**config.mk**
```make
export PLATFORM = sky130hd
export DESIGN_NAME = mouse_packet_framer_flat
export DESIGN_NICKNAME = d
export VERILOG_FILES = /design/src/rtl/mouse_pkg.sv /design/src/rtl/mouse_packet_framer_if.sv /design/src/rtl/byte_gap_timer.sv /design/src/rtl/mouse_packet_framer.sv /design/src/flat_wrapper.sv
export SDC_FILE = /design/constraint.sdc
export NUM_CORES = 1
export LEC_CHECK = 0
export ABC_AREA = 0
export ABC_CLOCK_PERIOD_IN_PS = 3070
export CORE_MARGIN = 2
export CORE_UTILIZATION = 59
export DETAILED_ROUTE_END_ITERATION = 6
export PLACE_DENSITY = 0.95
export SETUP_SLACK_MARGIN = 0.2
export SLEW_MARGIN = 15
export SYNTH_ARGS = -nofsm -noshare
export SYNTH_HDL_FRONTEND = slang
export SYNTH_SLANG_ARGS = --single-unit
export TNS_END_PERCENT = 50
```
**constraint.sdc**
```tcl
create_clock -name clk -period 3.07 [get_ports clk]
set_input_delay 0.614 -clock clk [delete_from_list [all_inputs] [get_ports clk]]
set_output_delay 0.614 -clock clk [all_outputs]
set_load 0.1 [all_outputs]
```
**src/rtl/mouse_pkg.sv**
```systemverilog
// mouse_pkg: PS/2 mouse command/response bytes, framer state encoding and init-sequence helpers.
package mouse_pkg;
   localparam logic [7:0] CMD_RESET  = 8'hFF;
   localparam logic [7:0] CMD_ENABLE = 8'hF4;
   localparam logic [7:0] RSP_ACK    = 8'hFA;
   localparam logic [7:0] RSP_BAT    = 8'hAA;
   localparam logic [7:0] RSP_ID     = 8'h00;
   typedef enum logic [3:0] {
      SEND_RST, WAIT_ACK, WAIT_BAT, WAIT_ID, SEND_EN, WAIT_EN_ACK, B0, B1, B2, FAIL
   } state_t;
   typedef struct packed {
      logic y_ov;
      logic x_ov;
      logic y_sign;
      logic x_sign;
      logic m;
      logic r;
      logic l;
   } flags_t;
   function automatic logic [7:0] init_expect(state_t s);
      return s == WAIT_BAT ? RSP_BAT : s == WAIT_ID ? RSP_ID : RSP_ACK;
   endfunction
   function automatic state_t init_next(state_t s);
      return s == WAIT_ACK ? WAIT_BAT : s == WAIT_BAT ? WAIT_ID : s == WAIT_ID ? SEND_EN : B0;
   endfunction
endpackage

```
**src/rtl/mouse_packet_framer_if.sv**
```systemverilog
// mouse_packet_framer_if: byte link between the framer (master) and the PS/2 byte transceiver (slave).
interface mouse_packet_framer_if;
   logic [7:0] rx_data;
   logic       rx_valid;
   logic       rx_err;
   logic [7:0] tx_data;
   logic       tx_req;
   logic       tx_done;
   modport master (input rx_data, rx_valid, rx_err, tx_done, output tx_data, tx_req);
   modport slave  (output rx_data, rx_valid, rx_err, tx_done, input tx_data, tx_req);
endinterface

```
**src/rtl/byte_gap_timer.sv**
```systemverilog
// byte_gap_timer: counts idle cycles between received bytes, saturating at GAP_CYCLES.
module byte_gap_timer #(
   parameter int GAP_CYCLES = 200000
) (
   input  logic clk,
   input  logic rst,
   input  logic clear,
   input  logic enable,
   output logic expired
);
   localparam int W = $clog2(GAP_CYCLES + 1);
   logic [W-1:0] cnt_q;
   assign expired = cnt_q == W'(GAP_CYCLES);
   always_ff @(posedge clk or negedge rst)
      if (!rst) cnt_q <= '0;
      else if (clear) cnt_q <= '0;
      else if (enable && !expired) cnt_q <= cnt_q + 1'b1;
endmodule

```
**src/rtl/mouse_packet_framer.sv**
```systemverilog
// mouse_packet_framer: brings a PS/2 mouse into streaming mode, then frames its 3-byte movement packets.
module mouse_packet_framer
   import mouse_pkg::*;
#(
   parameter int GAP_CYCLES     = 200000,
   parameter int INIT_RETRY_MAX = 3
) (
   input  logic                         clk,
   input  logic                         rst,
   mouse_packet_framer_if.master        ps2,
   output logic [7:0]                   o_x,
   output logic [7:0]                   o_y,
   output logic                         o_x_sign,
   output logic                         o_y_sign,
   output logic                         o_x_ov,
   output logic                         o_y_ov,
   output logic                         o_l_click,
   output logic                         o_r_click,
   output logic                         o_m_click,
   output logic                         o_valid,
   output logic                         init_done,
   output logic                         init_fail
);
   localparam int RW = $clog2(INIT_RETRY_MAX + 1);
   state_t        state_q, prev_q;
   logic          sent_q, tx_req_q, valid_q;
   logic [RW-1:0] retry_q;
   logic [7:0]    tx_data_q, x_q, pkt_x_q, pkt_y_q;
   flags_t        b0_q, pkt_f_q;
   logic          byte_ok, drop, expired;
   assign byte_ok = ps2.rx_valid && !ps2.rx_err;
   assign drop    = ps2.rx_err || expired;
   // A state change is seen one cycle late through prev_q; that cycle clears the gap count on entry.
   byte_gap_timer #(.GAP_CYCLES(GAP_CYCLES)) u_gap (
      .clk     (clk),
      .rst     (rst),
      .clear   (ps2.rx_valid || state_q != prev_q),
      .enable  (!(state_q inside {SEND_RST, SEND_EN, B0, FAIL})),
      .expired (expired)
   );
   always_ff @(posedge clk or negedge rst) begin
      if (!rst) begin
         state_q   <= SEND_RST;
         prev_q    <= SEND_RST;
         sent_q    <= 1'b0;
         tx_req_q  <= 1'b0;
         tx_data_q <= 8'h00;
         retry_q   <= '0;
         valid_q   <= 1'b0;
         b0_q      <= '0;
         x_q       <= 8'h00;
         pkt_x_q   <= 8'h00;
         pkt_y_q   <= 8'h00;
         pkt_f_q   <= '0;
      end else begin
         prev_q   <= state_q;
         tx_req_q <= 1'b0;
         valid_q  <= 1'b0;
         case (state_q)
            SEND_RST, SEND_EN:
               if (!sent_q) begin
                  tx_req_q  <= 1'b1;
                  tx_data_q <= state_q == SEND_RST ? CMD_RESET : CMD_ENABLE;
                  sent_q    <= 1'b1;
               end else if (ps2.tx_done) begin
                  sent_q  <= 1'b0;
                  state_q <= state_q == SEND_RST ? WAIT_ACK : WAIT_EN_ACK;
               end
            WAIT_ACK, WAIT_BAT, WAIT_ID, WAIT_EN_ACK:
               if (byte_ok && ps2.rx_data == init_expect(state_q)) state_q <= init_next(state_q);
               else if (byte_ok || drop) begin
                  retry_q <= retry_q + 1'b1;
                  state_q <= retry_q == RW'(INIT_RETRY_MAX - 1) ? FAIL : SEND_RST;
               end
            B0:
               if (byte_ok && ps2.rx_data[3]) begin
                  b0_q    <= {ps2.rx_data[7:4], ps2.rx_data[2:0]};
                  state_q <= B1;
               end
            B1:
               if (drop) state_q <= B0;
               else if (byte_ok) begin
                  x_q     <= ps2.rx_data;
                  state_q <= B2;
               end
            B2:
               if (drop) state_q <= B0;
               else if (byte_ok) begin
                  pkt_x_q <= x_q;
                  pkt_y_q <= ps2.rx_data;
                  pkt_f_q <= b0_q;
                  valid_q <= 1'b1;
                  state_q <= B0;
               end
            default: ;
         endcase
      end
   end
   assign ps2.tx_req  = tx_req_q;
   assign ps2.tx_data = tx_data_q;
   assign o_x         = pkt_x_q;
   assign o_y         = pkt_y_q;
   assign o_valid     = valid_q;
   assign {o_y_ov, o_x_ov, o_y_sign, o_x_sign, o_m_click, o_r_click, o_l_click} = pkt_f_q;
   assign init_done   = state_q inside {B0, B1, B2};
   assign init_fail   = state_q == FAIL;
endmodule

```
**src/flat_wrapper.sv**
```systemverilog
// flat-port wrapper written by rule: the top's interface ports become plain ports
module mouse_packet_framer_flat import mouse_pkg::*;
#(
   parameter int GAP_CYCLES     = 200000,
   parameter int INIT_RETRY_MAX = 3
)
  (clk, rst, o_x, o_y, o_x_sign, o_y_sign, o_x_ov, o_y_ov, o_l_click, o_r_click, o_m_click, o_valid, init_done, init_fail, ps2_rx_data, ps2_rx_valid, ps2_rx_err, ps2_tx_done, ps2_tx_data, ps2_tx_req);
  mouse_packet_framer_if ps2_i ();
  input  logic clk;
  input  logic rst;
  output logic [7:0] o_x;
  output logic [7:0] o_y;
  output logic o_x_sign;
  output logic o_y_sign;
  output logic o_x_ov;
  output logic o_y_ov;
  output logic o_l_click;
  output logic o_r_click;
  output logic o_m_click;
  output logic o_valid;
  output logic init_done;
  output logic init_fail;
  input wire logic [$bits(ps2_i.rx_data)-1:0] ps2_rx_data;
  input wire logic [$bits(ps2_i.rx_valid)-1:0] ps2_rx_valid;
  input wire logic [$bits(ps2_i.rx_err)-1:0] ps2_rx_err;
  input wire logic [$bits(ps2_i.tx_done)-1:0] ps2_tx_done;
  output wire logic [$bits(ps2_i.tx_data)-1:0] ps2_tx_data;
  output wire logic [$bits(ps2_i.tx_req)-1:0] ps2_tx_req;
  assign ps2_i.rx_data = ps2_rx_data;
  assign ps2_i.rx_valid = ps2_rx_valid;
  assign ps2_i.rx_err = ps2_rx_err;
  assign ps2_i.tx_done = ps2_tx_done;
  assign ps2_tx_data = ps2_i.tx_data;
  assign ps2_tx_req = ps2_i.tx_req;
  mouse_packet_framer #(.GAP_CYCLES(GAP_CYCLES), .INIT_RETRY_MAX(INIT_RETRY_MAX)) u_core (.clk(clk), .rst(rst), .ps2(ps2_i), .o_x(o_x), .o_y(o_y), .o_x_sign(o_x_sign), .o_y_sign(o_y_sign), .o_x_ov(o_x_ov), .o_y_ov(o_y_ov), .o_l_click(o_l_click), .o_r_click(o_r_click), .o_m_click(o_m_click), .o_valid(o_valid), .init_done(init_done), .init_fail(init_fail));
endmodule
```
# Word level (Yosys, flattened, before mapping)

Index checks and enable logic that the tools add are counted.

Add/sub/neg operators: 2
Eq/ne operators: 19
Muxes and demuxes: 27
Bitwise logic cells: 3
Reductions and logical operators: 23

Operator list:

| kind                  | count |
|---|---|
| $mux 4                | 13 |
| $mux 18               | 2 |
| $pmux 4 s5            | 1 |
| $add 18x1->18 const B | 1 |
| $eq 18x18->1 const B  | 1 |
| $eq 4x3->1 const B    | 4 |
| $mux 8                | 2 |
| $ne 3x1->1 const B    | 3 |
| $reduce_and 3->1      | 3 |
| $eq 4x2->1 const B    | 2 |
| $eq 4x4->1 const B    | 2 |
| $eq 8x8->1            | 1 |
| $mux 1                | 7 |
| $reduce_and 7->1      | 1 |
| $reduce_bool 5->1     | 1 |
| $eq 4x1->1 const B    | 1 |
| $logic_and 1x1->1     | 4 |
| $logic_not 4->1       | 1 |
| $ne 2x1->1 const B    | 2 |
| $ne 4x4->1            | 1 |
| $reduce_and 2->1      | 2 |
| $reduce_bool 4->1     | 1 |
| $reduce_or 4->1       | 1 |
| $logic_not 1->1       | 3 |
| other kinds (10)      | 14 |

Register bits: 77
Input bits: 13
Logic and storage cells: 99

# Longest topological paths before layout

Gate-level depths: netlist (run 1).

Depth in word-level cells: 7
Gate-level depth with buffers: 9
Gate-level depth less buffers: 7

# Modules after synthesis

A second synthesis (run 1) with hierarchy kept.

Cell total of the unflattened synthesis: 306
Area, all modules: 3,529.6 µm²

Modules (own cells, without submodules):

| module              | instances | cells an instance | area each (µm²) |
|---|---|---|---|
| mouse_packet_framer | 1         | 190               | 2,487.4 |
| byte_gap_timer      | 1         | 116               | 1,042.2 |

# Worst setup path before layout (run 1)

Ideal clock, no wire load.

Path kind: reg-to-output
From: register u_core.state_q[2]
To: output port init_done
Arrival: 2.883 ns
Slack: -0.427 ns
Stages on the path, launching flop included: 5
Cell sequence: dfrtp_1 buf_2 nor2_1 nand2_1 o21ai_0

Longest elaborated chain between the ends: 2

Ends and longest elaborated chain:

| item                                            | line                       | source |
|---|---|---|
| start, declared                                 | mouse_packet_framer.sv:25  | `state_t state_q, prev_q;` |
| start signal, assigned                          | mouse_packet_framer.sv:67  | `state_q <= state_q == SEND_RST ? WAIT_ACK : WAIT_EN_ACK;` |
| start signal, assigned                          | mouse_packet_framer.sv:70  | `if (byte_ok && ps2.rx_data == init_expect(state_q)) state_q <= init_next(state_q);` |
| start signal, assigned                          | mouse_packet_framer.sv:73  | `state_q <= retry_q == RW'(INIT_RETRY_MAX - 1) ? FAIL : SEND_RST;` |
| $eq 4x3->1 / $eq 4x4->1 (equally long branches) | mouse_packet_framer.sv:105 | `assign init_done = state_q inside {B0, B1, B2};` |
| $reduce_bool 3->1 *                             | mouse_packet_framer.sv:105 |  |
| end, declared                                   | flat_wrapper.sv:21         | `output logic init_done;` |

Mark *: on every way between the ends. The rest lies on a longest branch, timed or not.

# Worst setup path after layout (run 1)

From: register u_core.u_gap.cnt_q[0]
To: register u_core.pkt_x_q[4], in the netlist u_core.o_x[4]

Longest elaborated chain between the ends: 4

Ends and longest elaborated chain:

| item                              | line                      | source |
|---|---|---|
| start, declared                   | byte_gap_timer.sv:12      | `logic [W-1:0] cnt_q;` |
| start signal, assigned            | byte_gap_timer.sv:17      | `else if (enable && !expired) cnt_q <= cnt_q + 1'b1;` |
| $eq 18x18->1                      | byte_gap_timer.sv:13      | `assign expired = cnt_q == W'(GAP_CYCLES);` |
| $logic_or 1x1->1                  | mouse_packet_framer.sv:32 | `assign drop = ps2.rx_err \|\| expired;` |
| $not 1->1 (no source line)        | n/a                       |  |
| $reduce_and 3->1 (no source line) | n/a                       |  |
| end signal, assigned              | mouse_packet_framer.sv:89 | `pkt_x_q <= x_q;` |
| end, declared                     | mouse_packet_framer.sv:28 | `logic [7:0] tx_data_q, x_q, pkt_x_q, pkt_y_q;` |

No other way between the ends.
A chain may end at the register's enable or synchronous reset.

==> metrics.cfg, run 1 <==
[global_route]
grt_util_all_layers = 0.250
grt_pass1_wl_um = 12400
grt_pass1_vias = 2499
gr-total-overflow = 0
antenna_found_initial = 0
grt_max_degree = 41

[floorplan]
die_area_um2 = 6720
io_pins = 48
die_width_um = 82.0
dieHeight_um = 82.0
core_um2 = 5890
rows = 28
initial_core_util = 0.609

[setup_path]
worst_r2r_endpoint = u_core.o_x[4]
path_cells = inv_1, ha_1, nor3b_1, nand2_1, buf_4, or2_4, nand3_4, mux2_1
crit_slowest_cell = nor3b_1
cp.required_ps = 3300
path_depth = 8
cp_max_fo = 24
path_buf_inv = 2
r2r-start = u_core.u_gap.cnt_q[0]
r2r_cells = 8
cp.arrival_ps = 2810
critical-path-top-delay-family = simple AND/OR/NAND/NOR gates
setup.worst_path.end_class = register
startpoint_type = register
cp-endpoint = u_core.o_x[4]
r2r_setup_slack_ps = 490
slowest_delay_ps = 500
startpoint = u_core.u_gap.cnt_q[0]
criticalPathCategory = register to register

[hold_path]
hp-class = primary input to asynchronous set/reset pin

[timing]
timing.setup.tns_ps = 0
finalHoldViolCount = 0
worst_pin_slew_ps = 746
timing.final.crit_share = 0.840
slew_violations = 0
relSlewSlack = 0.503
rsz0062_at_grt = no
skew_ps = 11.1
fin_crit_ps = 2580
max_clock_freq_mhz = 388
setup_viol = 0

[synthesis]
synth.avg_cell_area_um2 = 11.5
synth_edf_count = 0
synth.distinct_cells = 62
synthesis.nets = 327
synth.area.top_cells = dfrtp_1 (50%), mux2_2 (6.9%), mux2_1 (6.0%), a21oi_1 (2.0%), nor2_1 (1.8%)
synthCells = 311
synth_top_flop_cell = dfrtp_1
synth_area_leader_cell = dfrtp_1
yosysWarnings = 0
async_flop_share = 1.00
ys_ff_latch = 71
synthMostInstantiatedCell = dfrtp_1
yosysTopAreaCellShare = 0.495
synthesis.area_um2 = 3590
synth_common_cells = dfrtp_1 (71), mux2_2 (22), mux2_1 (19), nor2_1 (17), nand2_1 (16)
ys_seq_area_frac = 0.495

[clock_tree]
ctsResizeCount = 0
htree_levels = 3
cts.sinks = 71
ctsHoldBuffers = 0
root_buffer = clkbuf_8
clkSlewWorstSetupHoldPaths_ps = 80
cts_tree = done
max-clock-path-buffers = 2
numCtsBuffers = 9
clock_latency_ps = 360
postCtsSetupRepairBufs = 0

[placed_design]
hpwl_um = 5470
io_buffers = 47
placed_cells = 421
gp_congestion = 0.993

[status]
outcome = finished, final reports clean

[routing]
drt_iter0_drc = 238
wire_per_inst_um = 17.6
drt-vias-per-instance = 5.92
drtAntennaViolNets = 0
drt-pass1-iter-count = 4
drc_errors = 0
num_vias = 2588
wl_um = 7700

[pwr]
p_leak_uw = 0.00189
p_total_uw = 3180
p_per_area_nw_per_um2 = 762
ir_worst_vdd_mv = 0.535

[finish]
drive_gt1_frac = 0.268
final_core_util = 0.708
diodes = 0
fill_cells = 427
final_cells = 437
layout.nets = 373
area_growth_pct = 16.2

[run]
cap_violations = 0

-- per-layer routing --
metal / share of wire / up-vias / global-route usage
met5: 0 / - / 0
met4: 0.011 / 0 / 0.0750
met3: 0.041 / 9 / 0.0560
met2: 0.50 / 51 / 0.410
met1: 0.45 / 1308 / 0.334
li1: - / 1220 / -
-- report_power, final --
group | internal (µW) | switching (µW) | leakage (µW)
Clock | 299 | 386 | 0.0000862
Combinational | 405 | 934 | 0.000845
Sequential | 1060 | 93.1 | 0.000961
-- cells in the final DEF, fill, tap and decap left out, types with 2 or more instances in the layout --
cell              n
o21ai_1           2
nor2_1           17
a21oi_1          14
a32o_1            2
a31oi_1           2
and4_1            3
inv_6             2
dfrtp_1          71
clkinvlp_4        2
xor2_1            5
or3_1            10
nand3_1           7
nand2_1          16
nor3_1            3
nor4_1            2
and3_1            5
mux2_2           22
o2111ai_1         3
buf_4            42
o211ai_1          2
nand4_1           4
nand2b_1          2
and2_1            2
clkdlybuf4s50_1  11
o21ai_0          11
inv_1            11
clkbuf_8          9
a311o_1           2
ha_1              3
mux2i_1           4
or4_1             3
mux2_1           19
nor3b_1           2
clkinv_4          2
xnor2_1           7
or2_2             4
o31ai_1           4
-- cells by family after synthesis --
| kind of cell | count (synthesis) | share of synthesized area |
|---|---|---|
| AOI/OAI and AO/OA | 56 | 0.114 |
| xor gates and xnor gates | 12 | 0.0293 |
| adders and majority gates | 3 | 0.0105 |
| buffers and inverters | 31 | 0.0513 |
| DFF | 71 | 0.495 |
| muxes | 45 | 0.140 |
| and+or+nand+nor | 93 | 0.160 |
-- sequential cells by signal (all words and copies together), names as in the netlist, 2 cells and up --
register            count
u_core.prev_q           4
u_core.o_x              8
u_core.o_y              8
u_core.x_q              8
u_core.state_q          4
u_core.ps2.tx_data      2
u_core.b0_q             7
u_core.retry_q          2
u_core.u_gap.cnt_q     18
-- final cells by class --
type / count / area, µm² / share of cell area
clock buffer: 9 / 124 / 0.0297
tap: 75 / 93.8 / 0.0225
sequential: 71 / 1780 / 0.426
timing repair buffer: 55 / 450 / 0.108
inverter: 11 / 41.3 / 0.00991
multi-input combinational: 209 / 1630 / 0.390
clock inverter: 7 / 55.1 / 0.0132
-- worst reg2reg max path, cell delays in order (launching register included) --
cell and delay (ps):
dfrtp_1 390, inv_1 110, ha_1 150, nor3b_1 500
nand2_1 110, buf_4 200, or2_4 270, nand3_4 310
mux2_1 410
-- through the flow --
stage	cell area, µm²	setup slack [ps]	hold slack [ps]
global placement	3990	443	460
finish	4170	490	312
detailed placement	3990	423	466
global route	4170	306	361
CTS	4170	471	337
floorplan	3590	329	318
-- worst min path at each step --
stage,startpoint,to,slack (ps),cells after the start
final,rst,u_core.o_valid,310,1
after global routing,rst,u_core.x_q[3],360,1
after CTS,rst,u_core.x_q[3],340,1
after detailed placement,u_core.retry_q[0],u_core.retry_q[0],470,1
after global placement,u_core.retry_q[0],u_core.retry_q[0],460,1
after floorplan,rst,u_core.b0_q[0],320,0
Power figures use the tool's default switching activity.
==> run 2, diff against run 1 <==
--- a/config.mk
+++ b/config.mk
@@ -6,11 +6,11 @@
 export NUM_CORES = 1
 export LEC_CHECK = 0
 export ABC_AREA = 0
-export ABC_CLOCK_PERIOD_IN_PS = 3070
+export ABC_CLOCK_PERIOD_IN_PS = 2200
 export CORE_MARGIN = 2
-export CORE_UTILIZATION = 59
+export CORE_UTILIZATION = 50
 export DETAILED_ROUTE_END_ITERATION = 6
-export PLACE_DENSITY = 0.95
+export PLACE_DENSITY = 0.86
 export SETUP_SLACK_MARGIN = 0.2
 export SLEW_MARGIN = 15
 export SYNTH_ARGS = -nofsm -noshare
==> constraint.sdc (replaced) <==
create_clock -name clk -period 2.2 [get_ports clk]
set_input_delay 0.44 -clock clk [delete_from_list [all_inputs] [get_ports clk]]
set_output_delay 0.44 -clock clk [all_outputs]
set_load 0.1 [all_outputs]
==> run 2 against run 1 <==
  * Core utilization rose by 0.12 points
  * Count of clock-buffer cells in the layout increased by 1
  * First-iteration DRC count up 23%
==> metrics.cfg, run 2 (same netlist as run 1, synthesis figures left out) <==
[setup_path]
cp.required_ps = 2430
cp_common_cell = buf_4
crit_slowest_cell = dfrtp_2
criticalPathCategory = register to register
slowest_delay_ps = 490
cp.arrival_ps = 2220
setup.worst_path.end_class = register
cp_max_fo = 11
startpoint_type = register
r2r_setup_slack_ps = 200
path_cells = buf_4, buf_4, and3b_1, and4_1, buf_12, mux2_2

[status]
outcome = finished, final reports clean

[pwr]
switching_share = 0.429
p_total_uw = 4900
power.switching_uw = 2100
p_per_area_nw_per_um2 = 1010
seq_power_share = 0.331
clkPwrFrac = 0.193
power_frac_comb = 0.476
p_leak_uw = 0.00226
ir_worst_vdd_mv = 0.435
intPower_uw = 2800

[timing]
timing.final.crit_share = 0.909
worst_pin_slew_ps = 506
setup_viol = 0
rsz0062_at_grt = yes
finalHoldViolCount = 0
fin_crit_ps = 2000
relSlewSlack = 0.659
hold_ws_ps = 114
max_clock_freq_mhz = 500
skew_ps = 12.2
timing.setup.tns_ps = 0
slew_violations = 0

[clock_tree]
max-clock-path-buffers = 2
htree_levels = 3
root_buffer = clkbuf_8
ctsHoldBuffers = 0
clkSlewWorstSetupHoldPaths_ps = 80
numCtsBuffers = 9
clock_latency_ps = 350
cts_tree = done
cts.sinks = 71

[global_route]
grt_pass1_vias = 2696
antenna_found_initial = 0
grt_pass1_wl_um = 12900
grt_max_degree = 72
grt_util_all_layers = 0.215
gr-total-overflow = 0

[finish]
top_register = u_core.u_gap.cnt_q
multi_input_area_um2 = 1800
diodes = 0
mostFrequentLayoutCells = buf_4 (80), dfrtp_1 (64), mux2_2 (20)
largest_reg_flops = 18
drive_gt1_frac = 0.432
regArea_um2 = 1790
fin_area_um2 = 4870
fill_cells = 460
layout.nets = 423
area_growth_pct = 35.8
layout_commonest_cell = buf_4
final_cells = 508

[floorplan]
core_um2 = 6870
dieHeight_um = 88.7
rows = 30
io_pins = 48
initial_core_util = 0.522
die_width_um = 88.7
die_area_um2 = 7870

[placed_design]
gp_congestion = 0.873
io_buffers = 47
hpwl_um = 5460
placed_cell_area_um2 = 4260
placed_cells = 463

[routing]
drc_errors = 0
wl_um = 9060
drtAntennaViolNets = 0
drt-vias-per-instance = 5.71
drt_iter0_drc = 292
drt-pass1-iter-count = 4
wire_per_inst_um = 17.8
num_vias = 2900

[hold_path]
hp-class = primary input to asynchronous set/reset pin

[run]
cap_violations = 0

run 2: cell count changes in the layout (fill, tap and decap cells not counted), sizes merged:
cell           before  now
buf                44   92
inv                13   11
clkinv              3    4
dlygate4sd2         0    1
clkdlybuf4s50      11    8
dlymetal6s2s        0    2
clkbuf              9   12
run 2: per-stage QoR:
| step | util | setup slack (ps) |
|---|---|---|
| after floorplan | - | 279 |
| after global placement | 0.620 | -181 |
| after detailed placement | 0.620 | -220 |
| after CTS | 0.667 | 185 |
| after global routing | 0.709 | 116 |
| final | 0.709 | 201 |
run 2: worst paths after layout:
path / startpoint / end / cells past startpoint
min in group clk: u_core.x_q[6] / u_core.o_x[6] / 1
hold reg to reg: u_core.x_q[6] / u_core.o_x[6] / 1
setup reg to reg: u_core.state_q[3] / u_core.b0_q[5] / 6
max in group asynchronous: rst / u_core.state_q[2] / 2
setup / recovery: u_core.state_q[3] / u_core.b0_q[5] / 6
hold / removal: rst / u_core.o_y[5] / 2
run 2: timing repair:
item                                    CTS  global route
pin swaps                                 4            14
setup buffers                            11            15
endpoints found under the setup margin   45            49
hold endpoints to repair                  0             0
cloned                                    0             3
resized for setup                        16            29
run 2: cell type report:
class / count / share of cell area
Timing Repair Buffer: 105 / 0.194
Clock inverter: 6 / 0.00950
Sequential cell: 71 / 0.366
Multi-Input combinational cell: 209 / 0.369
Tap cell: 96 / 0.0247
Inverter: 11 / 0.00847
Clock buffer: 10 / 0.0282
run 2: power by group through the flow:
stage | Sequential [µW] | Combinational (µW) | Clock (µW)
detailed placement | 1650 | 2020 | 0
CTS | 1620 | 2120 | 958
floorplan | 2090 | 1000 | 0
global route | 1640 | 2480 | 1030
global placement | 1640 | 1990 | 0
finish | 1620 | 2330 | 946
run 2: critical path: cells and delay by family (launching register included):
family | cells | cell delay (ps)
mux | 1 | 340
buf+inv | 3 | 430
flops | 1 | 490
simple gates | 2 | 620
run 2: layer usage:
layer / share of wire / global-route usage / vias up / routed length (µm)
li1: - / - / 1324 / -
met1: 0.41 / 0.275 / 1420 / 3710
met2: 0.50 / 0.343 / 126 / 4560
met3: 0.064 / 0.0588 / 30 / 580
met4: 0.023 / 0.0950 / 0 / 207
met5: 0 / 0 / - / 0
==> run 3, diff against run 2 <==
--- a/config.mk
+++ b/config.mk
@@ -8,9 +8,10 @@
 export ABC_AREA = 0
 export ABC_CLOCK_PERIOD_IN_PS = 2200
 export CORE_MARGIN = 2
-export CORE_UTILIZATION = 50
+export CORE_UTILIZATION = 57
 export DETAILED_ROUTE_END_ITERATION = 6
-export PLACE_DENSITY = 0.86
+export DONT_BUFFER_PORTS = 1
+export PLACE_DENSITY = 0.8
 export SETUP_SLACK_MARGIN = 0.2
 export SLEW_MARGIN = 15
 export SYNTH_ARGS = -nofsm -noshare
==> run 3 against run 2 <==
  * The flow now finishes with violations (negative hold slack)
  * Core utilization rose by 2.4 points
  * Register-to-register slack barely moved
  * Clock skew fell by 1.6 ps
  * Global-route usage rose by 2.2 points
  * Sequential power rose by 27%
  * Total power rose by 0.57%
  * Die area fell by 12%
  * Combinational power fell by 22%
  * Critical path type unchanged
  * Critical endpoint is now u_core.x_q[0]
==> metrics.cfg, run 3 (same netlist as run 1, synthesis figures left out) <==
[status]
outcome = complete, but fails checks
violations = negative hold slack

[clock_tree]
htree_levels = 3
root_buffer = clkbuf_8
max-clock-path-buffers = 2
numCtsBuffers = 9
cts.sinks = 71
clock_latency_ps = 350
cts_tree = done
clkSlewWorstSetupHoldPaths_ps = 80

[global_route]
gr-total-overflow = 0
grt_pass1_wl_um = 13000
grt_pass1_vias = 2576
grt_max_degree = 72
antenna_found_initial = 0
grt_util_all_layers = 0.237

[finish]
area_growth_pct = 22.5
fill_cells = 376
drive_gt1_frac = 0.372
layout.nets = 367
layout_commonest_cell = dfrtp_1
top_register = u_core.u_gap.cnt_q
diodes = 0
largest_reg_flops = 18
regArea_um2 = 1790
multi_input_area_um2 = 1860
mostFrequentLayoutCells = dfrtp_1 (63), buf_4 (37)

[routing]
drt-pass1-iter-count = 4
drt_iter0_drc = 220
drc_errors = 0
drtAntennaViolNets = 0
num_vias = 2669
wl_um = 8700
drt-vias-per-instance = 6.21
wire_per_inst_um = 20.2

[floorplan]
die_width_um = 83.3
die_area_um2 = 6940
io_pins = 48
dieHeight_um = 83.3
core_um2 = 5990
rows = 28
initial_core_util = 0.599

[timing]
timing.setup.tns_ps = 0
finalHoldViolCount = 71
worst_pin_slew_ps = 928
rsz0062_at_grt = yes
hold_ws_ps = -225
max_clock_freq_mhz = 504
slew_violations = 0
relSlewSlack = 0.381
setup_viol = 0
skew_ps = 10.6
fin_crit_ps = 1990
timing.final.crit_share = 0.902

[placed_design]
io_buffers = 0
hpwl_um = 5240
gp_congestion = 0.856

[setup_path]
cp_max_fo = 8
startpoint_type = register
criticalPathCategory = register to register
cp.required_ps = 2430
setup.worst_path.end_class = register
cp.arrival_ps = 2220

[pwr]
clkPwrFrac = 0.214
p_per_area_nw_per_um2 = 1120
p_leak_uw = 0.00197
intPower_uw = 2820
switching_share = 0.427
seq_power_share = 0.416
power.switching_uw = 2100
p_total_uw = 4930
ir_worst_vdd_mv = 0.892
power_frac_comb = 0.370

[hold_path]
hp-class = primary input to asynchronous set/reset pin

[run]
cap_violations = 0

-- run 3: repair_timing --
action,CTS,global route
buffers inserted,8,15
pin swaps,2,16
gates cloned,2,1
resized for setup,8,43
endpoints found under the setup margin,53,53
hold endpoints to repair,71,71
-- run 3: worst paths after layout --
check                                  startpoint                     to  slack (ps)  cells past startpoint
min in group clk                   ps2_rx_data[5]          u_core.o_y[5]         220                      1
setup reg to reg           u_core.u_gap.cnt_q[14]          u_core.x_q[0]         210                      6
hold / removal                                rst  u_core.u_gap.cnt_q[7]        -220                      0
hold reg to reg                 u_core.retry_q[0]      u_core.retry_q[0]         500                      1
max in group asynchronous                     rst      u_core.state_q[2]        2300                      0
setup / recovery           u_core.u_gap.cnt_q[14]          u_core.x_q[0]         210                      6
-- run 3: per-stage QoR --
| step | instance area (µm²) | instances | hold WS (ps) | setup WS (ps) | util |
|---|---|---|---|---|---|
| after floorplan | 3610 | 311 | 144 | 279 | - |
| after global placement | 3790 | 389 | 148 | 92.2 | 0.633 |
| after detailed placement | 3790 | 389 | 148 | 45.4 | 0.633 |
| after CTS | 4100 | 414 | -221 | 155 | 0.685 |
| after global routing | 4390 | 430 | -239 | 92.5 | 0.734 |
| final | 4390 | 430 | -225 | 215 | 0.734 |
-- run 3: cell type report --
cell class | count | share of cell area
clock buffer | 10 | 0.0313
clock inverter | 5 | 0.0131
inverter | 11 | 0.00940
multi-input combinational | 212 | 0.423
sequential | 71 | 0.407
tap | 75 | 0.0214
timing repair buffer | 46 | 0.0942
-- run 3: worst max-delay path, cell delays in order, from the launching register on --
cell	delay, ps
dfrtp_1	420
nor4bb_2	340
buf_4	160
nand2_2	50
or2_4	340
nand4_4	210
mux2_4	340
-- run 3: power groups by stage --
stage	clock, µW	combinational, µW	sequential (µW)
after floorplan	0	1000	2090
after global placement	0	1380	2080
after detailed placement	0	1400	2090
after CTS	1060	1570	2050
after global routing	1130	1940	2060
final	1060	1820	2050
-- run 3: metal layers --
layer	GRT usage	routed length (µm)	vias to the layer above
li1	-	-	1222
met1	0.320	3740	1353
met2	0.379	4430	78
met3	0.0497	405	16
met4	0.0879	118	0
met5	0	0	-
